[src/rtl/mem_scan_display.sv]
// mem_scan_display
//   Scans a small register memory through its combinational read port,
//   showing each entry on a 7-segment display for DWELL cycles with a
//   one-cycle blank between entries. Sums the entries of every full pass
//   and reports that sum together with a one-cycle frame_done pulse.
//
// Ports
//   clk_2       in   system clock
//   reset       in   synchronous, active-high reset
//   scan_en     in   level, 1 = scanning active (dropping it returns to IDLE)
//   hold        in   level, 1 = freeze dwell counter and address in SHOW
//   rd_data     in   read data of the memory at rd_addr (combinational)
//   rd_addr     out  registered memory read address
//   seg         out  registered 7-segment pattern, gfedcba in [6:0], dp in [7]
//   led         out  status: [1:0] addr, [2] hold, [3] showing, [7:4] data
//   frame_done  out  one-cycle pulse after each completed pass
//   frame_sum   out  sum of the entries of the last completed pass
//
// State table
//   state | meaning
//   IDLE  | not scanning; display dark, address and sum-in-progress cleared
//   SHOW  | displaying the entry at rd_addr, counting dwell cycles
//   BLANK | one dark cycle between entries; advances the address
//
// All outputs are registered from the current state, so the display lags
// the state by one cycle: an entry becomes visible the cycle after SHOW is
// entered and the blank becomes visible the cycle after BLANK.

module mem_scan_display #(
  parameter int ADDR_WIDTH = 2,
  parameter int DATA_WIDTH = 4,
  parameter int DWELL      = 4,
  parameter int NBITS_SEG  = 8
) (
  input  logic                             clk_2,
  input  logic                             reset,
  input  logic                             scan_en,
  input  logic                             hold,
  input  logic [DATA_WIDTH-1:0]            rd_data,
  output logic [ADDR_WIDTH-1:0]            rd_addr,
  output logic [NBITS_SEG-1:0]             seg,
  output logic [7:0]                       led,
  output logic                             frame_done,
  output logic [DATA_WIDTH+ADDR_WIDTH-1:0] frame_sum
);

  localparam int SUM_WIDTH = DATA_WIDTH + ADDR_WIDTH;
  localparam int DW        = (DWELL > 1) ? $clog2(DWELL) : 1;

  localparam logic [DW-1:0]         DWELL_LAST = DW'(DWELL - 1);
  localparam logic [ADDR_WIDTH-1:0] LAST_ADDR  = {ADDR_WIDTH{1'b1}};

  typedef enum logic [1:0] {
    IDLE  = 2'd0,
    SHOW  = 2'd1,
    BLANK = 2'd2
  } state_t;

  state_t                  state_q, state_d;
  logic [ADDR_WIDTH-1:0]   rd_addr_q, rd_addr_d;
  logic [DW-1:0]           dwell_q, dwell_d;
  logic [SUM_WIDTH-1:0]    acc_q, acc_d;
  logic [DATA_WIDTH-1:0]   disp_q, disp_d;
  logic [NBITS_SEG-1:0]    seg_q, seg_d;
  logic [7:0]              led_q, led_d;
  logic                    frame_done_q, frame_done_d;
  logic [SUM_WIDTH-1:0]    frame_sum_q, frame_sum_d;

  logic                    first_cycle;
  logic                    sample;
  logic [DATA_WIDTH-1:0]   show_val;
  logic [NBITS_SEG-1:0]    seg_pattern;

  function automatic logic [6:0] hex7(input logic [3:0] v);
    logic [6:0] p;
    case (v)
      4'h0:    p = 7'h3F;
      4'h1:    p = 7'h06;
      4'h2:    p = 7'h5B;
      4'h3:    p = 7'h4F;
      4'h4:    p = 7'h66;
      4'h5:    p = 7'h6D;
      4'h6:    p = 7'h7D;
      4'h7:    p = 7'h07;
      4'h8:    p = 7'h7F;
      4'h9:    p = 7'h6F;
      4'hA:    p = 7'h77;
      4'hB:    p = 7'h7C;
      4'hC:    p = 7'h39;
      4'hD:    p = 7'h5E;
      4'hE:    p = 7'h79;
      default: p = 7'h71;
    endcase
    return p;
  endfunction

  // The entry is captured on the one SHOW cycle where the dwell counter
  // leaves zero. Holding on that cycle delays the capture rather than
  // repeating it, so each visit latches the memory exactly once.
  assign first_cycle = (dwell_q == '0);
  assign sample      = (state_q == SHOW) && first_cycle && !hold;

  // With DWELL=1 the capture and the accumulation fall in the same cycle,
  // so the sum must take the live read data rather than the latch.
  assign show_val = first_cycle ? rd_data : disp_q;

  always_comb begin
    seg_pattern      = '0;
    seg_pattern[6:0] = hex7(4'(rd_data));
    seg_pattern[7]   = (rd_addr_q == LAST_ADDR);
  end

  always_ff @(posedge clk_2) begin
    if (reset) begin
      state_q      <= IDLE;
      rd_addr_q    <= '0;
      dwell_q      <= '0;
      acc_q        <= '0;
      disp_q       <= '0;
      seg_q        <= '0;
      led_q        <= '0;
      frame_done_q <= 1'b0;
      frame_sum_q  <= '0;
    end else begin
      state_q      <= state_d;
      rd_addr_q    <= rd_addr_d;
      dwell_q      <= dwell_d;
      acc_q        <= acc_d;
      disp_q       <= disp_d;
      seg_q        <= seg_d;
      led_q        <= led_d;
      frame_done_q <= frame_done_d;
      frame_sum_q  <= frame_sum_d;
    end
  end

  always_comb begin
    state_d      = state_q;
    rd_addr_d    = rd_addr_q;
    dwell_d      = dwell_q;
    acc_d        = acc_q;
    disp_d       = disp_q;
    seg_d        = seg_q;
    led_d        = led_q;
    frame_done_d = 1'b0;
    frame_sum_d  = frame_sum_q;

    case (state_q)
      IDLE: begin
        rd_addr_d = '0;
        dwell_d   = '0;
        acc_d     = '0;
        disp_d    = '0;
        seg_d     = '0;
        led_d     = {5'b0, hold, 2'b0};
        if (scan_en) begin
          state_d = SHOW;
        end
      end

      SHOW: begin
        if (!scan_en) begin
          // Abandon the pass: partial sum and position are discarded,
          // frame_sum keeps the last completed value.
          state_d   = IDLE;
          rd_addr_d = '0;
          dwell_d   = '0;
          acc_d     = '0;
          disp_d    = '0;
          seg_d     = '0;
          led_d     = {5'b0, hold, 2'b0};
        end else begin
          if (!hold) begin
            if (sample) begin
              disp_d = rd_data;
              seg_d  = seg_pattern;
            end
            if (dwell_q == DWELL_LAST) begin
              acc_d   = acc_q + SUM_WIDTH'(show_val);
              dwell_d = '0;
              state_d = BLANK;
            end else begin
              dwell_d = dwell_q + DW'(1);
            end
          end
          led_d = {4'(disp_d), 1'b1, hold, 2'(rd_addr_q)};
        end
      end

      BLANK: begin
        if (!scan_en) begin
          state_d   = IDLE;
          rd_addr_d = '0;
          dwell_d   = '0;
          acc_d     = '0;
          disp_d    = '0;
          seg_d     = '0;
          led_d     = {5'b0, hold, 2'b0};
        end else begin
          seg_d     = '0;
          rd_addr_d = rd_addr_q + ADDR_WIDTH'(1);
          dwell_d   = '0;
          state_d   = SHOW;
          led_d     = {4'(disp_q), 1'b0, hold, 2'(rd_addr_q)};
          if (rd_addr_q == LAST_ADDR) begin
            // acc already holds the last entry, added when its SHOW ended.
            frame_sum_d  = acc_q;
            acc_d        = '0;
            frame_done_d = 1'b1;
          end
        end
      end

      default: begin
        state_d   = IDLE;
        rd_addr_d = '0;
        dwell_d   = '0;
        acc_d     = '0;
        seg_d     = '0;
        led_d     = '0;
      end
    endcase
  end

  assign rd_addr    = rd_addr_q;
  assign seg        = seg_q;
  assign led        = led_q;
  assign frame_done = frame_done_q;
  assign frame_sum  = frame_sum_q;

endmodule

[config.mk]
export PLATFORM = sky130hd
export DESIGN_NAME = mem_scan_display
export DESIGN_NICKNAME = d
export VERILOG_FILES = /design/src/rtl/mem_scan_display.sv
export SDC_FILE = /design/constraint.sdc
export NUM_CORES = 1
export LEC_CHECK = 0
export CELL_PAD_IN_SITES_DETAIL_PLACEMENT = 1
export CELL_PAD_IN_SITES_GLOBAL_PLACEMENT = 1
export CORE_ASPECT_RATIO = 0.9
export CORE_MARGIN = 10
export CORE_UTILIZATION = 43
export DETAILED_ROUTE_END_ITERATION = 12
export GPL_TIMING_DRIVEN = 0
export PLACE_DENSITY_LB_ADDON = 0.15
export SLEW_MARGIN = 20
export SYNTH_ARGS = -nofsm -noshare
export SYNTH_HDL_FRONTEND = slang
export SYNTH_SLANG_ARGS = --single-unit
[constraint.sdc]
create_clock -name clk_2 -period 7.1 [get_ports clk_2]
set_input_delay 1.42 -clock clk_2 [delete_from_list [all_inputs] [get_ports clk_2]]
set_output_delay 1.42 -clock clk_2 [all_outputs]
set_load 0.005 [all_outputs]
Yosys cells after proc, flatten, opt, wreduce, memory -nomap -nowiden
Memory sizes are Yosys's and may differ from the RTL's. A register that Yosys moved wholly into a read port is not among the register bits.
Cells that the tools add are included.
{"block": "classes", "eq_ne": 10, "reduce_logical": 13, "add_sub_neg": 3, "n_bitwise": 4, "muxes": 26}
{"cell": "$mux W6", "n": 5}
{"cell": "$pmux W8 S3", "n": 1}
{"cell": "$mux W4", "n": 5}
{"cell": "$mux W8", "n": 2}
{"cell": "$mux W2", "n": 7}
{"cell": "$pmux W4 S3", "n": 1}
{"cell": "$pmux W6 S2", "n": 1}
{"cell": "$reduce_and A3 Y1", "n": 3}
{"cell": "$add A6 B4 Y6", "n": 1}
{"cell": "$eq A2 B2 Y1 const B", "n": 3}
{"cell": "$ne A2 B2 Y1 const B", "n": 3}
{"cell": "$ne A3 B3 Y1 const B", "n": 2}
{"cell": "$pmux W2 S3", "n": 1}
{"cell": "$reduce_or A3 Y1", "n": 2}
{"cell": "$add A2 B1 Y2 const B", "n": 2}
{"cell": "$logic_not A2 Y1", "n": 2}
{"cell": "$not A1 Y1", "n": 4}
{"cell": "$pmux W2 S2", "n": 1}
{"cell": "$reduce_and A2 Y1", "n": 2}
{"cell": "$ne A3 B2 Y1 const B", "n": 1}
{"cell": "$reduce_bool A3 Y1", "n": 1}
{"cell": "$eq A2 B1 Y1 const B", "n": 1}
{"cell": "$logic_and A1 B1 Y1", "n": 2}
{"cell": "$mux W1", "n": 2}
{"cell": "$logic_not A1 Y1", "n": 1}
{"block": "word_totals", "ff_bits": 39, "input_bits": 8, "mem_bits_ro": 112, "output_inout_bits": 25, "wordCells": 66, "memories": 1}
{"memory": "(no name shown)", "words": 16, "width": 7, "rd": 1, "rd_clocked_by_memory_dff": 1, "wr": 0, "line": "76", "source": "case (v)"}

Logic depth before layout (Yosys ltp)
Gate-level depths: netlist of the first run.
{"block": "depth", "depth_word": 7, "mapped_depth": 10, "ltp_nobuf": 10}

Least setup slack after synthesis of the first run
OpenSTA, ideal clock, no wires.
{"block": "synth_timing", "path_type": "input port to flip-flop", "startpoint": "input port rd_data[3]", "endpoint": "register acc_q[5]", "setup_ns": 0.070, "n_path_buf": 1, "cell_stages": 7, "path_slack_ns": 4.162, "arrival_time_ns": 2.867, "t_required_ns": 7.030, "cell_sequence": "clkbuf_1 > mux2_2 > ha_1 > nand3_1 > a2bb2oi_1 > or3_1 > a21oi_1"}
{"block": "synth_via", "elab_chain_len": 6}
{"item": "start, declared", "line": "39", "source": "input logic [DATA_WIDTH-1:0] rd_data,"}
{"item": "$mux W4", "line": "105", "source": "assign show_val = first_cycle ? rd_data : disp_q;"}
{"item": "$add A6 B4 Y6", "line": "179", "source": "acc_d = acc_q + SUM_WIDTH'(show_val);"}
{"item": "$mux W6", "line": "178", "source": "if (dwell_q == DWELL_LAST) begin"}
{"item": "$mux W6", "line": "173", "source": "if (!hold) begin"}
{"item": "$mux W6", "line": "162", "source": "if (!scan_en) begin"}
{"item": "$pmux W6 S2", "line": "148", "source": "case (state_q)"}
{"item": "end signal, assigned", "line": "118", "source": "acc_q <= '0;"}
{"item": "end signal, assigned", "line": "128", "source": "acc_q <= acc_d;"}
{"item": "end, declared", "line": "62", "source": "logic [SUM_WIDTH-1:0] acc_q, acc_d;"}
No other way between the ends. The select of a mux whose other input is x is not followed.
A chain may end at the register's enable or synchronous reset.

Final worst setup path of the first run
{"block": "layout_timing", "startpoint": "input port rd_data[0]", "endpoint": "register acc_q[4]"}
The elaborated chain is that of the path after synthesis.

==> results of run 1 <==
power by group through the flow:
stage / clock network (mW) / logic, mW / registers [mW]
after global placement: 0 / 0.0393 / 0.226
after global routing: 0.149 / 0.0449 / 0.222
after CTS: 0.141 / 0.0404 / 0.221
after detailed placement: 0 / 0.0400 / 0.226
final: 0.137 / 0.0402 / 0.222
after floorplan: 0 / 0.0257 / 0.226
layout by cell type, fill, tap and decap left out, drive strengths merged, types with 5 or more instances in the layout:
master         count
a21oi             28
buf               10
clkbuf             9
clkdlybuf4s50     30
dfxtp             39
ha                14
inv               13
mux2               5
nand2             33
nand2b             5
nand3             13
nor2               8
worst reg2reg max path, cell delays in order, from the launching register on:
cell       delay (ns)
dfxtp_1          0.38
inv_1            0.06
ha_1             0.30
mux2_2           0.29
ha_1             0.17
inv_1            0.06
fa_1             0.39
nand2b_1         0.18
o2bb2ai_1        0.15
or3_1            0.31
a31oi_1          0.16
layer usage:
| metal | GRT usage | part of all wire | vias up |
|---|---|---|---|
| li1 | - | - | 859 |
| met1 | 0.184 | 0.50 | 796 |
| met2 | 0.202 | 0.43 | 31 |
| met3 | 0.0472 | 0.060 | 7 |
| met4 | 0.0504 | 0.016 | 0 |
| met5 | 0 | 0 | - |
flip-flops by register name, indices dropped and copies added, names as in the netlist:
| signal | cells |
|---|---|
| acc_q | 6 |
| disp_q | 4 |
| dwell_q | 2 |
| frame_done | 1 |
| frame_sum | 6 |
| led | 8 |
| rd_addr | 2 |
| seg | 8 |
| state_q | 2 |
area by class of cell:
class / count / area, um^2 / area share
multi-input cells: 162 / 1090 / 0.443
flip-flops and latches: 39 / 781 / 0.319
repair buffers: 30 / 300 / 0.123
plain buffers: 13 / 83.8 / 0.0342
well taps: 62 / 77.6 / 0.0317
clock buffers: 6 / 72.6 / 0.0296
inverters: 13 / 48.8 / 0.0199
stage by stage:
stage                     hold slack [ns]   util  setup slack, ns  instance area (um^2)
after floorplan                     0.447      -             4.16                  2000
after global placement              0.441  0.530             3.35                  2380
after detailed placement            0.452  0.530             3.29                  2380
after CTS                           0.460  0.546             3.59                  2450
after global routing                0.485  0.546             3.48                  2450
final                               0.454  0.546             3.59                  2450
cells in the mapped netlist (all sizes together) (2+ instances only):
cell / count
or3: 2
nor3: 3
and3b: 2
clkbuf: 3
o22ai: 3
a2bb2oi: 2
a21oi: 28
nand2: 33
o211ai: 4
nor2: 8
nand2b: 5
nor2b: 4
mux2i: 3
and2: 4
o21a: 3
nand3b: 3
dfxtp: 39
o221ai: 2
mux2: 5
nand3: 13
o21ai: 4
ha: 14
inv: 13
a21o: 3
buf: 10
path summary, 6_finish.rpt:
path | from | to | slack, ns | cells past startpoint
setup reg to reg | dwell_q[0] | acc_q[4] | 4.59 | 10
hold reg to reg | seg[2] | seg[2] | 0.45 | 2
setup / recovery | rd_data[0] | acc_q[4] | 3.59 | 9
hold / removal | seg[2] | seg[2] | 0.45 | 2
kinds of logic after synthesis:
family / count (synthesis) / synth area share
compound gates: 55 / 0.171
xor+xnor: 1 / 0.00438
fa+ha+maj: 15 / 0.0976
buf+inv: 26 / 0.0663
flops: 39 / 0.390
mux: 8 / 0.0432
simple gates: 83 / 0.227
==> impl_table.tex, run 1 <==
\begin{tabular}{lr}
\hline
Metric & Value \\
\hline
\multicolumn{2}{l}{\textbf{Status}} \\
Run status & complete, no violations \\
\multicolumn{2}{l}{\textbf{Logic synthesis}} \\
Number of synthesized flops with an enable pin & 0 \\
Flip-flop cell with the highest count after synthesis & dfxtp\_1 \\
Synthesized Nets & 250 \\
Syn Std Cell Area & 0.00200 mm\^{}2 \\
Cell type with the largest total area after synthesis & dfxtp\_1 \\
Top cells by area, synth & dfxtp\_1 39\%, ha\_1 8.8\%, a21oi\_1 7.0\% \\
Post-Synthesis Mean Instance Area & 8.81 um\^{}2 \\
Post-synthesis cell type count & 47 \\
Post-synthesis sequential element count & 39 \\
Async S/R FF share, synth & 0 \\
Yosys top cell area share & 0.390 \\
Syn. warnings & 0 \\
Fraction of the yosys area taken by sequential cells & 0.390 \\
Synthesized instance count & 227 \\
\multicolumn{2}{l}{\textbf{Final layout}} \\
Diodes inserted & 0 \\
Layout overhead on the synthesized area & 22.5\% \\
Number of cells in the finished layout apart from fillers & 325 \\
Number of nets in the finished design & 287 \\
Ratio of cells with drive above 1 in the final layout & 0.110 \\
Filler Cells Inserted & 547 \\
\multicolumn{2}{l}{\textbf{STA}} \\
Minimum clock period & 3.51 ns \\
Highest attainable clock frequency & 285 MHz \\
Relative max-transition margin & 0.635 \\
Share of the clock period used by the worst path after layout & 0.494 \\
Setup\_tns & 0 ns \\
Setup repair after global routing missed its margin & no \\
Transition time at the pin with the least slew margin & 0.547 ns \\
Final Skew & 0.00197 ns \\
Max-slew violation count & 0 \\
Final hold viol count & 0 \\
Number of endpoints failing setup at the final stage & 0 \\
\multicolumn{2}{l}{\textbf{Worst setup path}} \\
CP max FO & 7 \\
Category of the worst setup path capture point & flip-flop \\
Cell-by-cell trace of the critical path & clkdlybuf4s50\_1 -> mux2\_2 -> ha\_1 -> inv\_1 -> fa\_1 -> nand2b\_1 -> o2bb2ai\_1 -> or3\_1 -> a31oi\_1 \\
Crit path buf inv count & 2 \\
Slowest cell on the critical path & clkdlybuf4s50\_1 \\
Data arrival time at the worst-slack endpoint & 3.73 ns \\
Type of element launching the critical path & input port \\
Startpoint-to-endpoint class of the critical path & input port to flip-flop \\
Slowest Stage Delay on Critical Path & 0.64 ns \\
Required time of the critical path & 7.32 ns \\
Largest delay contributor family on the critical path & buffers and inverters \\
\multicolumn{2}{l}{\textbf{Pwr}} \\
Switching pwr & 0.0952 mW \\
Largest vdd supply drop & 0.107 mV \\
Combinational group share of total power & 0.101 \\
Design internal power & 0.303 mW \\
Static leakage & 0.918 nW \\
Power per unit of standard cell area & 163 mW/mm\^{}2 \\
Total power draw & 0.398 mW \\
Part of the power in registers & 0.556 \\
Fraction of power consumed by the clock network & 0.343 \\
Fraction of power spent switching nets & 0.239 \\
\multicolumn{2}{l}{\textbf{Floorplanning}} \\
Top-level port count & 33 \\
Initial cell density of the core & 0.445 \\
Number of core rows & 23 \\
Die outline area & 0.00778 mm\^{}2 \\
DIE WIDTH & 91.9 um \\
Die span in y & 84.7 um \\
Placeable Area & 0.00449 mm\^{}2 \\
\multicolumn{2}{l}{\textbf{Detailed routing}} \\
Number of DRC markers in iteration 0 & 64 \\
Via density per instance & 5.21 \\
Average wire per cell in the routed design & 15.9 um \\
Count of TritonRoute iterations in the first routing pass & 4 \\
Via count & 1,693 \\
Count of unresolved DRC violations after routing & 0 \\
Antenna viol nets, final & 0 \\
Wire length after detailed routing & 5170 um \\
\multicolumn{2}{l}{\textbf{Place}} \\
\# port buffers & 30 \\
Weighted congestion at the end of routability-driven global placement & 0.791 \\
Number of placed cells counting well taps & 319 \\
Hpwl dp & 3990 um \\
\multicolumn{2}{l}{\textbf{Clock tree}} \\
Clock sinks & 39 \\
H-tree levels & 2 \\
\# Post-CTS Setup Buffers & 0 \\
Number of buffers inserted by hold repair at cts & 0 \\
CTS tree & built \\
Post-cts sizing count & 0 \\
Inserted Clock Buffers & 5 \\
Root buffer cell & clkbuf\_8 \\
Clock latency on the worst-skew pair & 0.29 ns \\
Worst-case clock buffer depth & 2 \\
Clock slew at the register clock pins of the worst setup and hold paths & 0.07 ns \\
\multicolumn{2}{l}{\textbf{GRT}} \\
Remaining global-route overflow & 0 \\
Antenna violations before repair & 0 \\
Vias in the first global route & 1,779 \\
GRT Util Overall & 0.139 \\
Pin count of the biggest net entering global routing & 11 \\
Wire length of the first global-routing pass & 8820 um \\
\multicolumn{2}{l}{\textbf{Min path}} \\
Tightest Hold Check Type & flip-flop to flip-flop \\
\multicolumn{2}{l}{\textbf{Flow run}} \\
Max capacitance violation total & 0 \\
\hline
\end{tabular}
Power figures use the tool's default switching activity.
==> inputs of run 2 (changes only) <==
CORE_UTILIZATION = 36   (was 43)
clock period = 2.9 ns   (was 7.1 ns; I/O delays follow)
==> impl_table.tex, run 2 (synthesized netlist as in run 1, its figures left out) <==
\begin{tabular}{lr}
\hline
Metric & Value \\
\hline
\multicolumn{2}{l}{\textbf{Pwr}} \\
Power per unit of standard cell area & 410 mW/mm\^{}2 \\
Static leakage & 0.928 nW \\
Largest vdd supply drop & 0.184 mV \\
\multicolumn{2}{l}{\textbf{Clock tree}} \\
Clock sinks & 39 \\
H-tree levels & 2 \\
Root buffer cell & clkbuf\_8 \\
\# Post-CTS Setup Buffers & 0 \\
Clock latency on the worst-skew pair & 0.29 ns \\
Clock slew at the register clock pins of the worst setup and hold paths & 0.08 ns \\
CTS tree & built \\
Worst-case clock buffer depth & 2 \\
Post-cts sizing count & 0 \\
Inserted Clock Buffers & 5 \\
Number of buffers inserted by hold repair at cts & 0 \\
\multicolumn{2}{l}{\textbf{GRT}} \\
Wire length of the first global-routing pass & 8810 um \\
Vias in the first global route & 1,825 \\
Remaining global-route overflow & 0 \\
Pin count of the biggest net entering global routing & 12 \\
GRT Util Overall & 0.118 \\
Antenna violations before repair & 0 \\
\multicolumn{2}{l}{\textbf{Flow run}} \\
Max capacitance violation total & 0 \\
\multicolumn{2}{l}{\textbf{Worst setup path}} \\
Cell-by-cell trace of the critical path & clkdlybuf4s50\_1 -> mux2\_2 -> ha\_1 -> inv\_1 -> fa\_1 -> nand2b\_1 -> o2bb2ai\_1 -> or3\_1 -> a31oi\_1 \\
Data arrival time at the worst-slack endpoint & 2.84 ns \\
Slowest cell on the critical path & clkdlybuf4s50\_1 \\
Slowest Stage Delay on Critical Path & 0.63 ns \\
Startpoint-to-endpoint class of the critical path & input port to flip-flop \\
CP max FO & 7 \\
Required time of the critical path & 3.12 ns \\
Type of element launching the critical path & input port \\
Category of the worst setup path capture point & flip-flop \\
\multicolumn{2}{l}{\textbf{Detailed routing}} \\
Wire length on met1 & 2350 um \\
Via density per instance & 5.21 \\
Number of DRC markers in iteration 0 & 63 \\
Top routing layer used & met4 \\
Wire length after detailed routing & 5020 um \\
Count of TritonRoute iterations in the first routing pass & 4 \\
Average wire per cell in the routed design & 15.2 um \\
Routed wire length on met2 & 2350 um \\
Via count & 1,724 \\
Antenna viol nets, final & 0 \\
Detailed route wirelength on metal3 & 240 um \\
Count of unresolved DRC violations after routing & 0 \\
\multicolumn{2}{l}{\textbf{Place}} \\
Cell area reported after detailed placement & 0.00238 mm\^{}2 \\
\# port buffers & 30 \\
Number of placed cells counting well taps & 324 \\
Weighted congestion at the end of routability-driven global placement & 0.843 \\
Hpwl dp & 3880 um \\
\multicolumn{2}{l}{\textbf{STA}} \\
Max-slew violation count & 0 \\
Transition time at the pin with the least slew margin & 0.506 ns \\
Highest attainable clock frequency & 381 MHz \\
Minimum clock period & 2.62 ns \\
Setup\_tns & 0 ns \\
Number of endpoints failing setup at the final stage & 0 \\
Share of the clock period used by the worst path after layout & 0.905 \\
Final hold viol count & 0 \\
Setup repair after global routing missed its margin & no \\
Worst-case hold slack & 0.457 ns \\
Final Skew & 0.00446 ns \\
Relative max-transition margin & 0.662 \\
\multicolumn{2}{l}{\textbf{Status}} \\
Run status & complete, no violations \\
\multicolumn{2}{l}{\textbf{Final layout}} \\
Number of cells in the finished layout apart from fillers & 331 \\
Number of nets in the finished design & 287 \\
Finished Cell Area & 0.00247 mm\^{}2 \\
Final cell utilization of the core & 0.465 \\
Most frequent cells in the layout & 39 x dfxtp\_1, 32 x nand2\_1, 30 x clkdlybuf4s50\_1 \\
Layout overhead on the synthesized area & 23.6\% \\
Diodes inserted & 0 \\
Most frequent standard cell in the layout excluding fill and tap cells & dfxtp\_1 \\
Ratio of cells with drive above 1 in the final layout & 0.117 \\
\multicolumn{2}{l}{\textbf{Floorplanning}} \\
Initial cell density of the core & 0.376 \\
Placeable Area & 0.00532 mm\^{}2 \\
Die span in y & 90.7 um \\
Die outline area & 0.00894 mm\^{}2 \\
DIE WIDTH & 98.6 um \\
Top-level port count & 33 \\
Number of core rows & 25 \\
\multicolumn{2}{l}{\textbf{Min path}} \\
Tightest Hold Check Type & flip-flop to flip-flop \\
\hline
\end{tabular}
run 2: changes by cell type in the layout (fill, tap and decap cells not counted), sizes merged:
cell,change
clkinv,+1
run 2: layer usage:
metal,vias to the layer above,track usage
li1,865,-
met1,821,0.142
met2,29,0.195
met3,9,0.0337
met4,0,0.0358
met5,-,0
run 2: through the flow:
step                setup WS (ns)  power (mW)
detailed placement        -0.0512       0.653
global placement          0.00320       0.651
floorplan                   0.656       0.617
finish                      0.275        1.01
global route               0.0929        1.06
CTS                         0.250        1.03
run 2: final timing paths:
| check | from | to | slack [ns] | depth (start not counted) |
|---|---|---|---|---|
| worst min-delay path | seg[6] | seg[6] | 0.46 | 2 |
| worst max-delay path | rd_data[0] | acc_q[4] | 0.28 | 9 |
| worst max register to register | dwell_q[0] | acc_q[4] | 0.41 | 10 |
| worst min register to register | seg[6] | seg[6] | 0.46 | 2 |
run 2: final cells by class:
| cell class | count | area, um^2 |
|---|---|---|
| fillers | 661 | 2850 |
| repair buffers | 30 | 300 |
| plain buffers | 13 | 83.8 |
| clock buffers | 6 | 82.6 |
| clock inverters | 1 | 5.00 |
| flip-flops and latches | 39 | 781 |
| well taps | 67 | 83.8 |
| inverters | 13 | 48.8 |
| multi-input cells | 162 | 1090 |
run 2: worst max-delay path: cells and delay by family:
kind | cells | cell delay [ns]
compound gates | 2 | 0.32
fa+ha+maj | 2 | 0.54
buf+inv | 2 | 0.69
mux | 1 | 0.23
simple gates | 2 | 0.49
run 2: power breakdown:
group	total [mW]	switching [mW]	internal, mW
sequential	0.542	0.00273	0.539
combinational	0.0975	0.0547	0.0428
clock	0.375	0.188	0.187
==> inputs of run 3 (changes only) <==
CORE_UTILIZATION = 42   (was 36)
DONT_BUFFER_PORTS = 1   (was unset)
SLEW_MARGIN = unset   (was 20)
==> impl_table.tex, run 3 (synthesized netlist as in run 1, its figures left out) <==
\begin{tabular}{lr}
\hline
Metric & Value \\
\hline
\multicolumn{2}{l}{\textbf{Clock tree}} \\
Clock latency on the worst-skew pair & 0.30 ns \\
Inserted Clock Buffers & 5 \\
\# Post-CTS Setup Buffers & 0 \\
Clock slew at the register clock pins of the worst setup and hold paths & 0.08 ns \\
Post-cts sizing count & 0 \\
Worst-case clock buffer depth & 2 \\
H-tree levels & 2 \\
CTS tree & built \\
Root buffer cell & clkbuf\_8 \\
Number of buffers inserted by hold repair at cts & 0 \\
Clock sinks & 39 \\
\multicolumn{2}{l}{\textbf{Worst setup path}} \\
Slowest Stage Delay on Critical Path & 0.39 ns \\
Data arrival time at the worst-slack endpoint & 2.72 ns \\
Cell-by-cell trace of the critical path & inv\_1 -> ha\_1 -> mux2\_2 -> ha\_1 -> inv\_1 -> fa\_1 -> nand2b\_1 -> o2bb2ai\_1 -> or3\_1 -> a31oi\_1 \\
Worst-case register-to-register setup slack & 0.41 ns \\
Required time of the critical path & 3.13 ns \\
Category of the worst setup path capture point & flip-flop \\
CP max FO & 7 \\
Startpoint-to-endpoint class of the critical path & flip-flop to flip-flop \\
Type of element launching the critical path & flip-flop \\
Slowest cell on the critical path & fa\_1 \\
\multicolumn{2}{l}{\textbf{Min path}} \\
Tightest Hold Check Type & input port to flip-flop \\
\multicolumn{2}{l}{\textbf{Final layout}} \\
Finished Cell Area & 0.00216 mm\^{}2 \\
Ratio of cells with drive above 1 in the final layout & 0.132 \\
Diodes inserted & 0 \\
Number of nets in the finished design & 257 \\
Most frequent standard cell in the layout excluding fill and tap cells & dfxtp\_1 \\
Most frequent cells in the layout & 39 x dfxtp\_1, 32 x nand2\_1, 28 x a21oi\_1 \\
Layout overhead on the synthesized area & 8.13\% \\
Number of cells in the finished layout apart from fillers & 297 \\
\multicolumn{2}{l}{\textbf{Detailed routing}} \\
Count of TritonRoute iterations in the first routing pass & 4 \\
Via density per instance & 5.27 \\
Number of DRC markers in iteration 0 & 94 \\
Wire length after detailed routing & 4980 um \\
Antenna viol nets, final & 0 \\
Via count & 1,565 \\
Average wire per cell in the routed design & 16.8 um \\
Count of unresolved DRC violations after routing & 0 \\
\multicolumn{2}{l}{\textbf{Place}} \\
Pre-CTS setup slack & 0.408 ns \\
Hpwl dp & 3800 um \\
Weighted congestion at the end of routability-driven global placement & 0.793 \\
Cell area reported after detailed placement & 0.00208 mm\^{}2 \\
\# port buffers & 0 \\
Number of placed cells counting well taps & 289 \\
\multicolumn{2}{l}{\textbf{Floorplanning}} \\
Die outline area & 0.00792 mm\^{}2 \\
Die span in y & 85.5 um \\
Initial cell density of the core & 0.443 \\
Top-level port count & 33 \\
Number of core rows & 23 \\
Placeable Area & 0.00452 mm\^{}2 \\
DIE WIDTH & 92.7 um \\
\multicolumn{2}{l}{\textbf{GRT}} \\
Antenna violations before repair & 0 \\
Remaining global-route overflow & 0 \\
GRT Util Overall & 0.128 \\
Pin count of the biggest net entering global routing & 13 \\
Wire length of the first global-routing pass & 8180 um \\
Vias in the first global route & 1,568 \\
\multicolumn{2}{l}{\textbf{STA}} \\
Final hold viol count & 0 \\
Worst-case hold slack & 0.431 ns \\
Final Skew & 0.00605 ns \\
Number of endpoints failing setup at the final stage & 0 \\
Relative max-transition margin & 0.665 \\
Transition time at the pin with the least slew margin & 0.502 ns \\
Setup\_tns & 0 ns \\
Minimum clock period & 2.49 ns \\
Highest attainable clock frequency & 401 MHz \\
Slack of the critical path & 0.405 ns \\
Max-slew violation count & 0 \\
Share of the clock period used by the worst path after layout & 0.860 \\
Setup repair after global routing missed its margin & no \\
\multicolumn{2}{l}{\textbf{Status}} \\
Run status & complete, no violations \\
\multicolumn{2}{l}{\textbf{Pwr}} \\
Power per unit of standard cell area & 456 mW/mm\^{}2 \\
Largest vdd supply drop & 0.280 mV \\
Static leakage & 0.817 nW \\
\multicolumn{2}{l}{\textbf{Flow run}} \\
Max capacitance violation total & 0 \\
\hline
\end{tabular}
run 3: cell count changes in the layout (fill, tap and decap cells not counted):
cell | before | now
clkbuf_1 | 3 | 4
clkbuf_8 | 6 | 5
clkinvlp_4 | 0 | 1
clkdlybuf4s50_1 | 30 | 0
run 3: worst max-delay path: cells and delay by family (launching register included):
| family | cells | cell delay, ns |
|---|---|---|
| buffers and inverters | 2 | 0.12 |
| AND/OR/NAND/NOR | 2 | 0.48 |
| adder cells (fa/ha/maj) | 3 | 0.85 |
| flip-flops | 1 | 0.38 |
| AO/OA/AOI/OAI | 2 | 0.32 |
| multiplexers | 1 | 0.27 |
run 3: layout make-up:
class,count,area (um^2)
Fill cell,552,2360
Multi-Input combinational cell,162,1090
Sequential cell,39,781
Buffer,13,83.8
Tap cell,62,77.6
Clock buffer,6,72.6
Inverter,13,48.8
Clock inverter,2,12.5
run 3: stage by stage:
| step | total power [mW] | util |
|---|---|---|
| after floorplan | 0.617 | - |
| after global placement | 0.636 | 0.460 |
| after detailed placement | 0.636 | 0.460 |
| after CTS | 0.998 | 0.479 |
| after global routing | 1.03 | 0.479 |
| final | 0.986 | 0.479 |
run 3: final timing paths:
path | startpoint | to | depth (start not counted)
setup / recovery | dwell_q[0] | acc_q[4] | 10
hold / removal | scan_en | rd_addr[1] | 2
setup reg to reg | dwell_q[0] | acc_q[4] | 10
hold reg to reg | seg[6] | seg[6] | 2
run 3: layer usage:
metal	share of wire	GRT usage
met2	0.40	0.179
met3	0.065	0.0449
met5	0	0
met4	0.012	0.0420
met1	0.52	0.176
run 3: where the power goes:
part           switching, mW  internal [mW]  leakage [nW]  total, mW
Clock                  0.195          0.168        0.0412      0.363
Combinational         0.0470         0.0339         0.461     0.0809
Sequential           0.00334          0.539         0.315      0.542
Total                  0.246          0.741         0.817      0.986
